==> config.mk <==
export PLATFORM = sky130hd
export DESIGN_NAME = sifh_hist_engine
export DESIGN_NICKNAME = d
export VERILOG_FILES = /design/src/rtl/sifh_hist_engine_pkg.sv /design/src/rtl/sifh_hist_engine_peak_tracker.sv /design/src/rtl/sifh_hist_engine.sv
export SDC_FILE = /design/constraint.sdc
export NUM_CORES = 1
export LEC_CHECK = 0
export ABC_AREA = 1
export CORE_MARGIN = 2
export CORE_UTILIZATION = 55
export CTS_CLUSTER_SIZE = 14
export DETAILED_ROUTE_END_ITERATION = 16
export PLACE_DENSITY_LB_ADDON = 0.15
export SETUP_SLACK_MARGIN = 0.3
export SLEW_MARGIN = 0
export SYNTH_ARGS = -nofsm -noshare
export SYNTH_HDL_FRONTEND = slang
export SYNTH_SLANG_ARGS = --single-unit
==> constraint.sdc <==
create_clock -name clk -period 2.55 [get_ports clk]
set_input_delay 0.255 -clock clk [delete_from_list [all_inputs] [get_ports clk]]
set_output_delay 0.255 -clock clk [all_outputs]
set_load 0.01 [all_outputs]
==> src/rtl/sifh_hist_engine_pkg.sv <==
// Shared definitions for the SiFH histogram engine: FSM state encoding,
// default parameters and width helpers.
package sifh_pkg;

    typedef enum logic [2:0] {
        IDLE  = 3'd0,
        CLEAR = 3'd1,
        ACCUM = 3'd2,
        DRAIN = 3'd3,
        SCAN  = 3'd4,
        EMIT  = 3'd5
    } state_e;

    localparam int DEF_PIX_W            = 2;
    localparam int DEF_BIN_W            = 5;
    localparam int DEF_CNT_W            = 8;
    localparam int DEF_EVT_W            = 24;
    localparam int DEF_EVENTS_PER_FRAME = 1024;

    function automatic int addr_t_width(input int pix_w, input int bin_w);
        return pix_w + bin_w;
    endfunction

    function automatic int cnt_t_width(input int cnt_w);
        return (cnt_w > 0) ? cnt_w : 1;
    endfunction

endpackage

==> src/rtl/sifh_hist_engine_peak_tracker.sv <==
// Running max/argmax register; strict greater-than keeps the lowest bin on ties.
module sifh_peak_tracker
    import sifh_pkg::*;
#(
    parameter int BIN_W = DEF_BIN_W,
    parameter int CNT_W = DEF_CNT_W
) (
    input  logic             clk,
    input  logic             res,
    input  logic             init_i,
    input  logic             upd_i,
    input  logic [BIN_W-1:0] bin_i,
    input  logic [CNT_W-1:0] cnt_i,
    output logic [BIN_W-1:0] max_bin_o,
    output logic [CNT_W-1:0] max_cnt_o
);

    logic [BIN_W-1:0] bin_q, bin_d;
    logic [CNT_W-1:0] cnt_q, cnt_d;

    // Next max/argmax selection
    always_comb begin
        bin_d = bin_q;
        cnt_d = cnt_q;
        if (init_i) begin
            bin_d = '0;
            cnt_d = '0;
        end else if (upd_i && (cnt_i > cnt_q)) begin
            bin_d = bin_i;
            cnt_d = cnt_i;
        end else begin
            bin_d = bin_q;
            cnt_d = cnt_q;
        end
    end

    // Max/argmax registers
    always_ff @(posedge clk) begin
        if (res) begin
            bin_q <= '0;
            cnt_q <= '0;
        end else begin
            bin_q <= bin_d;
            cnt_q <= cnt_d;
        end
    end

    assign max_bin_o = bin_q;
    assign max_cnt_o = cnt_q;

endmodule

==> src/rtl/sifh_hist_engine.sv <==
// SiFH dToF histogram engine: clears, accumulates and peak-scans per-pixel
// time-of-flight histograms held in an external dual-port RAM.
module sifh_hist_engine
    import sifh_pkg::*;
#(
    parameter int PIX_W            = DEF_PIX_W,
    parameter int BIN_W            = DEF_BIN_W,
    parameter int CNT_W            = DEF_CNT_W,
    parameter int EVT_W            = DEF_EVT_W,
    parameter int EVENTS_PER_FRAME = DEF_EVENTS_PER_FRAME
) (
    input  logic                   clk,
    input  logic                   res,
    input  logic                   start,
    input  logic                   clr_on_scan,
    input  logic                   ev_valid,
    output logic                   ev_ready,
    input  logic [PIX_W+BIN_W-1:0] ev_data,
    output logic [PIX_W+BIN_W-1:0] ram_raddr,
    output logic                   ram_re,
    input  logic [CNT_W-1:0]       ram_rdata,
    output logic [PIX_W+BIN_W-1:0] ram_waddr,
    output logic                   ram_we,
    output logic [CNT_W-1:0]       ram_wdata,
    output logic                   pk_valid,
    input  logic                   pk_ready,
    output logic [PIX_W-1:0]       pk_pixel,
    output logic [BIN_W-1:0]       pk_bin,
    output logic [CNT_W-1:0]       pk_count,
    output logic                   busy
);

    localparam int AW  = addr_t_width(PIX_W, BIN_W);
    localparam int CW  = cnt_t_width(CNT_W);
    localparam logic [EVT_W-1:0] LAST_EVT = EVT_W'(EVENTS_PER_FRAME - 1);

    state_e           state_q, state_d;
    logic             first_frame_q, first_frame_d;
    logic             clr_mode_q, clr_mode_d;
    logic [AW-1:0]    clr_addr_q, clr_addr_d;
    logic [EVT_W-1:0] evt_cnt_q, evt_cnt_d;
    logic             s1_valid_q, s1_valid_d;
    logic [AW-1:0]    s1_addr_q, s1_addr_d;
    logic             fwd_valid_q, fwd_valid_d;
    logic [AW-1:0]    fwd_addr_q, fwd_addr_d;
    logic [CW-1:0]    fwd_data_q, fwd_data_d;
    logic [PIX_W-1:0] pix_q, pix_d;
    logic [BIN_W:0]   sidx_q, sidx_d;

    logic             ev_hs_s;
    logic             fwd_hit_s;
    logic [CW-1:0]    old_cnt_s;
    logic [CW-1:0]    new_cnt_s;
    logic [BIN_W:0]   prev_idx_s;
    logic             trk_init_s;
    logic             trk_upd_s;

    assign ev_hs_s    = (state_q == ACCUM) && ev_valid;
    // Stage 1 must see the write issued last cycle, which the RAM returns stale.
    assign fwd_hit_s  = fwd_valid_q && (fwd_addr_q == s1_addr_q);
    assign old_cnt_s  = fwd_hit_s ? fwd_data_q : ram_rdata;
    assign new_cnt_s  = (old_cnt_s == {CW{1'b1}}) ? old_cnt_s : (old_cnt_s + CW'(1));
    assign prev_idx_s = sidx_q - (BIN_W+1)'(1);

    // State register
    always_ff @(posedge clk) begin
        if (res) begin
            state_q <= IDLE;
        end else begin
            state_q <= state_d;
        end
    end

    // Next-state logic
    always_comb begin
        state_d = state_q;
        case (state_q)
            IDLE: begin
                if (start) begin
                    state_d = (first_frame_q || !clr_mode_q) ? CLEAR : ACCUM;
                end else begin
                    state_d = IDLE;
                end
            end
            CLEAR: begin
                if (clr_addr_q == {AW{1'b1}}) begin
                    state_d = ACCUM;
                end else begin
                    state_d = CLEAR;
                end
            end
            ACCUM: begin
                if (ev_hs_s && (evt_cnt_q == LAST_EVT)) begin
                    state_d = DRAIN;
                end else begin
                    state_d = ACCUM;
                end
            end
            DRAIN: state_d = SCAN;
            SCAN: begin
                if (sidx_q[BIN_W]) begin
                    state_d = EMIT;
                end else begin
                    state_d = SCAN;
                end
            end
            EMIT: begin
                if (pk_ready) begin
                    state_d = (pix_q == {PIX_W{1'b1}}) ? IDLE : SCAN;
                end else begin
                    state_d = EMIT;
                end
            end
            default: state_d = IDLE;
        endcase
    end

    // Output decode: RAM ports, event ready and tracker control
    always_comb begin
        ev_ready   = 1'b0;
        ram_re     = 1'b0;
        ram_raddr  = '0;
        ram_we     = 1'b0;
        ram_waddr  = '0;
        ram_wdata  = '0;
        trk_init_s = 1'b0;
        trk_upd_s  = 1'b0;
        case (state_q)
            CLEAR: begin
                ram_we    = 1'b1;
                ram_waddr = clr_addr_q;
            end
            ACCUM, DRAIN: begin
                ev_ready = (state_q == ACCUM);
                if (ev_hs_s) begin
                    ram_re    = 1'b1;
                    ram_raddr = ev_data;
                end else begin
                    ram_re    = 1'b0;
                end
                if (s1_valid_q) begin
                    ram_we    = 1'b1;
                    ram_waddr = s1_addr_q;
                    ram_wdata = new_cnt_s;
                end else begin
                    ram_we    = 1'b0;
                end
            end
            SCAN: begin
                if (!sidx_q[BIN_W]) begin
                    ram_re    = 1'b1;
                    ram_raddr = {pix_q, sidx_q[BIN_W-1:0]};
                end else begin
                    ram_re    = 1'b0;
                end
                if (sidx_q == '0) begin
                    trk_init_s = 1'b1;
                end else begin
                    trk_upd_s = 1'b1;
                    ram_we    = clr_mode_q;
                    ram_waddr = {pix_q, prev_idx_s[BIN_W-1:0]};
                end
            end
            default: begin
                ev_ready = 1'b0;
            end
        endcase
    end

    // Datapath next-state: counters, pipeline stage 1 and forward register
    always_comb begin
        first_frame_d = first_frame_q;
        clr_mode_d    = clr_mode_q;
        clr_addr_d    = clr_addr_q;
        evt_cnt_d     = evt_cnt_q;
        s1_valid_d    = 1'b0;
        s1_addr_d     = s1_addr_q;
        fwd_valid_d   = fwd_valid_q;
        fwd_addr_d    = fwd_addr_q;
        fwd_data_d    = fwd_data_q;
        pix_d         = pix_q;
        sidx_d        = sidx_q;
        case (state_q)
            IDLE: begin
                if (start) begin
                    clr_mode_d = clr_on_scan;
                    evt_cnt_d  = '0;
                    clr_addr_d = '0;
                end else begin
                    clr_mode_d = clr_mode_q;
                end
            end
            CLEAR: begin
                clr_addr_d = clr_addr_q + AW'(1);
                if (clr_addr_q == {AW{1'b1}}) begin
                    first_frame_d = 1'b0;
                end else begin
                    first_frame_d = first_frame_q;
                end
            end
            ACCUM: begin
                if (ev_hs_s) begin
                    s1_valid_d = 1'b1;
                    s1_addr_d  = ev_data;
                    evt_cnt_d  = evt_cnt_q + EVT_W'(1);
                end else begin
                    s1_valid_d = 1'b0;
                end
                fwd_valid_d = s1_valid_q;
                if (s1_valid_q) begin
                    fwd_addr_d = s1_addr_q;
                    fwd_data_d = new_cnt_s;
                end else begin
                    fwd_addr_d = fwd_addr_q;
                end
            end
            DRAIN: begin
                fwd_valid_d = 1'b0;
                pix_d       = '0;
                sidx_d      = '0;
            end
            SCAN: sidx_d = sidx_q + (BIN_W+1)'(1);
            EMIT: begin
                if (pk_ready) begin
                    pix_d  = pix_q + PIX_W'(1);
                    sidx_d = '0;
                end else begin
                    pix_d  = pix_q;
                end
            end
            default: begin
                s1_valid_d = 1'b0;
            end
        endcase
    end

    // Datapath registers
    always_ff @(posedge clk) begin
        if (res) begin
            first_frame_q <= 1'b1;
            clr_mode_q    <= 1'b0;
            clr_addr_q    <= '0;
            evt_cnt_q     <= '0;
            s1_valid_q    <= 1'b0;
            s1_addr_q     <= '0;
            fwd_valid_q   <= 1'b0;
            fwd_addr_q    <= '0;
            fwd_data_q    <= '0;
            pix_q         <= '0;
            sidx_q        <= '0;
        end else begin
            first_frame_q <= first_frame_d;
            clr_mode_q    <= clr_mode_d;
            clr_addr_q    <= clr_addr_d;
            evt_cnt_q     <= evt_cnt_d;
            s1_valid_q    <= s1_valid_d;
            s1_addr_q     <= s1_addr_d;
            fwd_valid_q   <= fwd_valid_d;
            fwd_addr_q    <= fwd_addr_d;
            fwd_data_q    <= fwd_data_d;
            pix_q         <= pix_d;
            sidx_q        <= sidx_d;
        end
    end

    sifh_peak_tracker #(
        .BIN_W (BIN_W),
        .CNT_W (CNT_W)
    ) u_peak (
        .clk       (clk),
        .res       (res),
        .init_i    (trk_init_s),
        .upd_i     (trk_upd_s),
        .bin_i     (prev_idx_s[BIN_W-1:0]),
        .cnt_i     (ram_rdata),
        .max_bin_o (pk_bin),
        .max_cnt_o (pk_count)
    );

    assign pk_valid = (state_q == EMIT);
    assign pk_pixel = pix_q;
    assign busy     = (state_q != IDLE);

endmodule
==> results_dict.tcl <==
set metrics [dict create \
    grt_usage 0.2923 \
    cp_slowest_stage_delay_ns 0.34 \
    setup_viol 4 \
    endpoint_kind "primary output" \
    grt-ovfl-total 0 \
    ant_nets 0 \
    core_area_sq_um 8134 \
    die_w_microns 95.09 \
    antenna_found_initial 0 \
    p_int_mw 1.919 \
    h-tree-depth 3 \
    grt_pass1_vias 4563 \
    path_clk_slew_ns 0.08 \
    cp.arrival_ns 2.35 \
    synth_area_sq_um 4563 \
    dr_total_vias 4697 \
    dieArea_sq_um 9041 \
    synthDistinctLibCells 47 \
    cp-start-kind "register" \
    crit_family "simple AND/OR/NAND/NOR gates" \
    crit_required_ns 2.30 \
    final_common_cell "nand2_1" \
    fin_nets 779 \
    switching_share 0.2510 \
    clockBufferDepth 2 \
    gp_congestion 0.8795 \
    drcViolationCount 0 \
    hold_viol_final 0 \
    seqPwrFrac 0.499 \
    critPathKind "register to primary output" \
    crit_fanout 6 \
    fmax_ghz 0.3842 \
    irDropWorstVdd_uv 261.1 \
    wl_per_cell_microns 15.29 \
    hold_class "register to register" \
    diodes 0 \
    fin_ws_ns -0.05293 \
    io_pins 63 \
    ys_seq_area_frac 0.3554 \
    drt-pass1-iter-count 5 \
    cts_root_buf "clkbuf_8" \
    p_sw_uw 643.1 \
    synthArstFlopShare 0 \
    worst_pin_slew_ns 0.5427 \
    area_delta_synth_final_pct 32.14 \
    min_period_ns 2.603 \
    p_clk_frac 0.406 \
    placement_rows 33 \
    fill_cells 629 \
    clk_latency_ns 0.36 \
    synth-edff-count 0 \
    drt_iter0_markers 313 \
    grt_pass1_wl_microns 20780 \
    yosysWarnings 0 \
    avgViaCountPerCell 5.513 \
    fin_cells 852 \
    status "complete, but fails checks" \
    cp_common_cell "nand3_2" \
    pre_cts_ws_ns -0.09875 \
    pwr-share-comb 0.095 \
    finalWirelength_microns 13030 \
    maxCapViolations 0 \
    tritoncts "built" \
    final_cell_mix "nand2_1, inv_1, dfxtp_1" \
    relSlewSlack 0.6382 \
    initial_core_util 0.5610 \
    drive_gt1_frac 0.2477 \
    violations "setup timing" \
    synth_flop_cell "dfxtp_1" \
    syn-mean-instance-area_sq_um 7.186 \
    drv_slew 0 \
    dp.cells 813 \
    p_per_area_nw_per_um2 425.0 \
    ys_ff_latch 81 \
    cts_buffers 9 \
    path_cells "buf_4 -> nand2_1 -> nand3_2 -> nor2_8 -> nand3_2 -> nand2_2 -> ha_4 -> nand2_4 -> nor2_4 -> buf_6 -> buf_4 -> nand3_2 -> a21oi_2 -> buf_2" \
    die_h_microns 95.09 \
    cp.buffers_inverters 4 \
    finalCritPeriodShare 1.021 \
    io_buffers 62 \
    clock-sinks 81 \
    finClkSkew_ns 0.01285 \
    grt_setup_unrepaired "yes" \
    dp_hpwl_microns 8801 \
    power.leakage_nw 2.731 \
    netlist_instances 635 \
    crit_slowest_cell "dfxtp_2" \
    grt_max_degree 25 \
    synth_nets 671 \
]
[synthesized netlist by cell type (all sizes together), types with 2 or more instances]
| master | number | area share |
|---|---|---|
| nor3b | 3 | 0.0060 |
| a21oi | 61 | 0.067 |
| nor2 | 62 | 0.070 |
| o211ai | 4 | 0.0066 |
| nand3 | 32 | 0.037 |
| inv | 102 | 0.085 |
| nor4 | 6 | 0.012 |
| ha | 15 | 0.041 |
| xor2 | 4 | 0.0077 |
| o21a | 5 | 0.0082 |
| a22oi | 6 | 0.0099 |
| nand2 | 128 | 0.12 |
| o21ai | 63 | 0.072 |
| buf | 6 | 0.0080 |
| nand4 | 9 | 0.018 |
| a211oi | 5 | 0.0093 |
| dfxtp | 81 | 0.36 |
| clkbuf | 8 | 0.0066 |
| o221ai | 3 | 0.0058 |
| nor3 | 17 | 0.029 |
| a31oi | 7 | 0.0096 |
| a221oi | 2 | 0.0038 |
[per-layer routing]
layer | part of all wire | global-route usage | vias up | wire (microns)
met5 | 0 | 0 | - | 0
met4 | 0.021 | 0.1304 | 0 | 279
met3 | 0.061 | 0.04664 | 32 | 795
met2 | 0.49 | 0.4883 | 172 | 6348
met1 | 0.43 | 0.3712 | 2166 | 5608
li1 | - | - | 2327 | -
[stage by stage]
stage	TNS (ns)	utilization	instance area (sq um)	power, mW	hold WS [ns]
2_1_floorplan	0	-	4563	1.424	0.4088
3_3_place_gp	0	0.6684	5436	1.510	0.4519
3_5_place_dp	-0.2643	0.6684	5436	1.514	0.4584
4_1_cts	0	0.7259	5904	2.551	0.4684
5_1_grt	-0.7362	0.7413	6030	2.637	0.4865
6_report	-0.1353	0.7413	6030	2.562	0.4554
[final cells by class]
cell class	instances	area, sq um	share of cell area
Clock inverter	5	81.33	0.01349
Timing Repair Buffer	110	970.9	0.1610
Multi-Input combinational cell	438	2681	0.4447
Tap cell	105	131.4	0.02179
Clock buffer	10	127.6	0.02117
Inverter	103	397.9	0.06599
Sequential cell	81	1639	0.2718
[state kept, by name, indices dropped and copies added, names as in the netlist]
signal,count
evt_cnt_q,24
fwd_data_q,8
u_peak.max_cnt_o,8
clr_addr_q,7
fwd_addr_q,7
s1_addr_q,7
sidx_q,6
u_peak.max_bin_o,5
state_q,3
pk_pixel,2
clr_mode_q,1
first_frame_q,1
fwd_valid_q,1
s1_valid_q,1
[power groups by stage]
stage | Sequential, mW | Combinational (mW) | Clock (mW)
CTS | 1.28 | 0.226 | 1.04
detailed placement | 1.31 | 0.204 | 0
global placement | 1.31 | 0.201 | 0
floorplan | 1.31 | 0.117 | 0
global route | 1.28 | 0.265 | 1.09
finish | 1.28 | 0.244 | 1.04
[worst min-delay path: stages (launching register included)]
cell     delay, ns
dfxtp_2       0.33
inv_2         0.05
a21oi_1       0.05
[final timing paths]
kind              cells after the start  slack [ns]                          to                        from
hold reg to reg                       2        0.46  fwd_addr_q[2]$_SDFFE_PP0P_  fwd_addr_q[2]$_SDFFE_PP0P_
setup reg to reg                     17        0.33  fwd_data_q[4]$_SDFFE_PP0P_   s1_addr_q[3]$_SDFFE_PP0P_
hold / removal                        2        0.46  fwd_addr_q[2]$_SDFFE_PP0P_  fwd_addr_q[2]$_SDFFE_PP0P_
setup / recovery                     14       -0.05                ram_wdata[0]   s1_addr_q[3]$_SDFFE_PP0P_
[kinds of logic (layout without fill, tap and decap cells)]
kind of cell               Yosys count  count (layout)  synth area share
and+or+nand+nor                    258             259            0.2948
DFF                                 81              81            0.3554
AOI/OAI and AO/OA                  159             159            0.1988
buffers and inverters              117             228            0.1004
xor gates and xnor gates             5               5          0.009596
adders and majority gates           15              15           0.04113
[repair_timing]
item | CTS | global route
cloned | 1 | 0
resized for setup | 87 | 45
hold buffers | 0 | 0
setup buffers | 21 | 2
setup endpoints to repair | 24 | 31
pin swaps | 22 | 9
(Power assumes the default switching activity.)
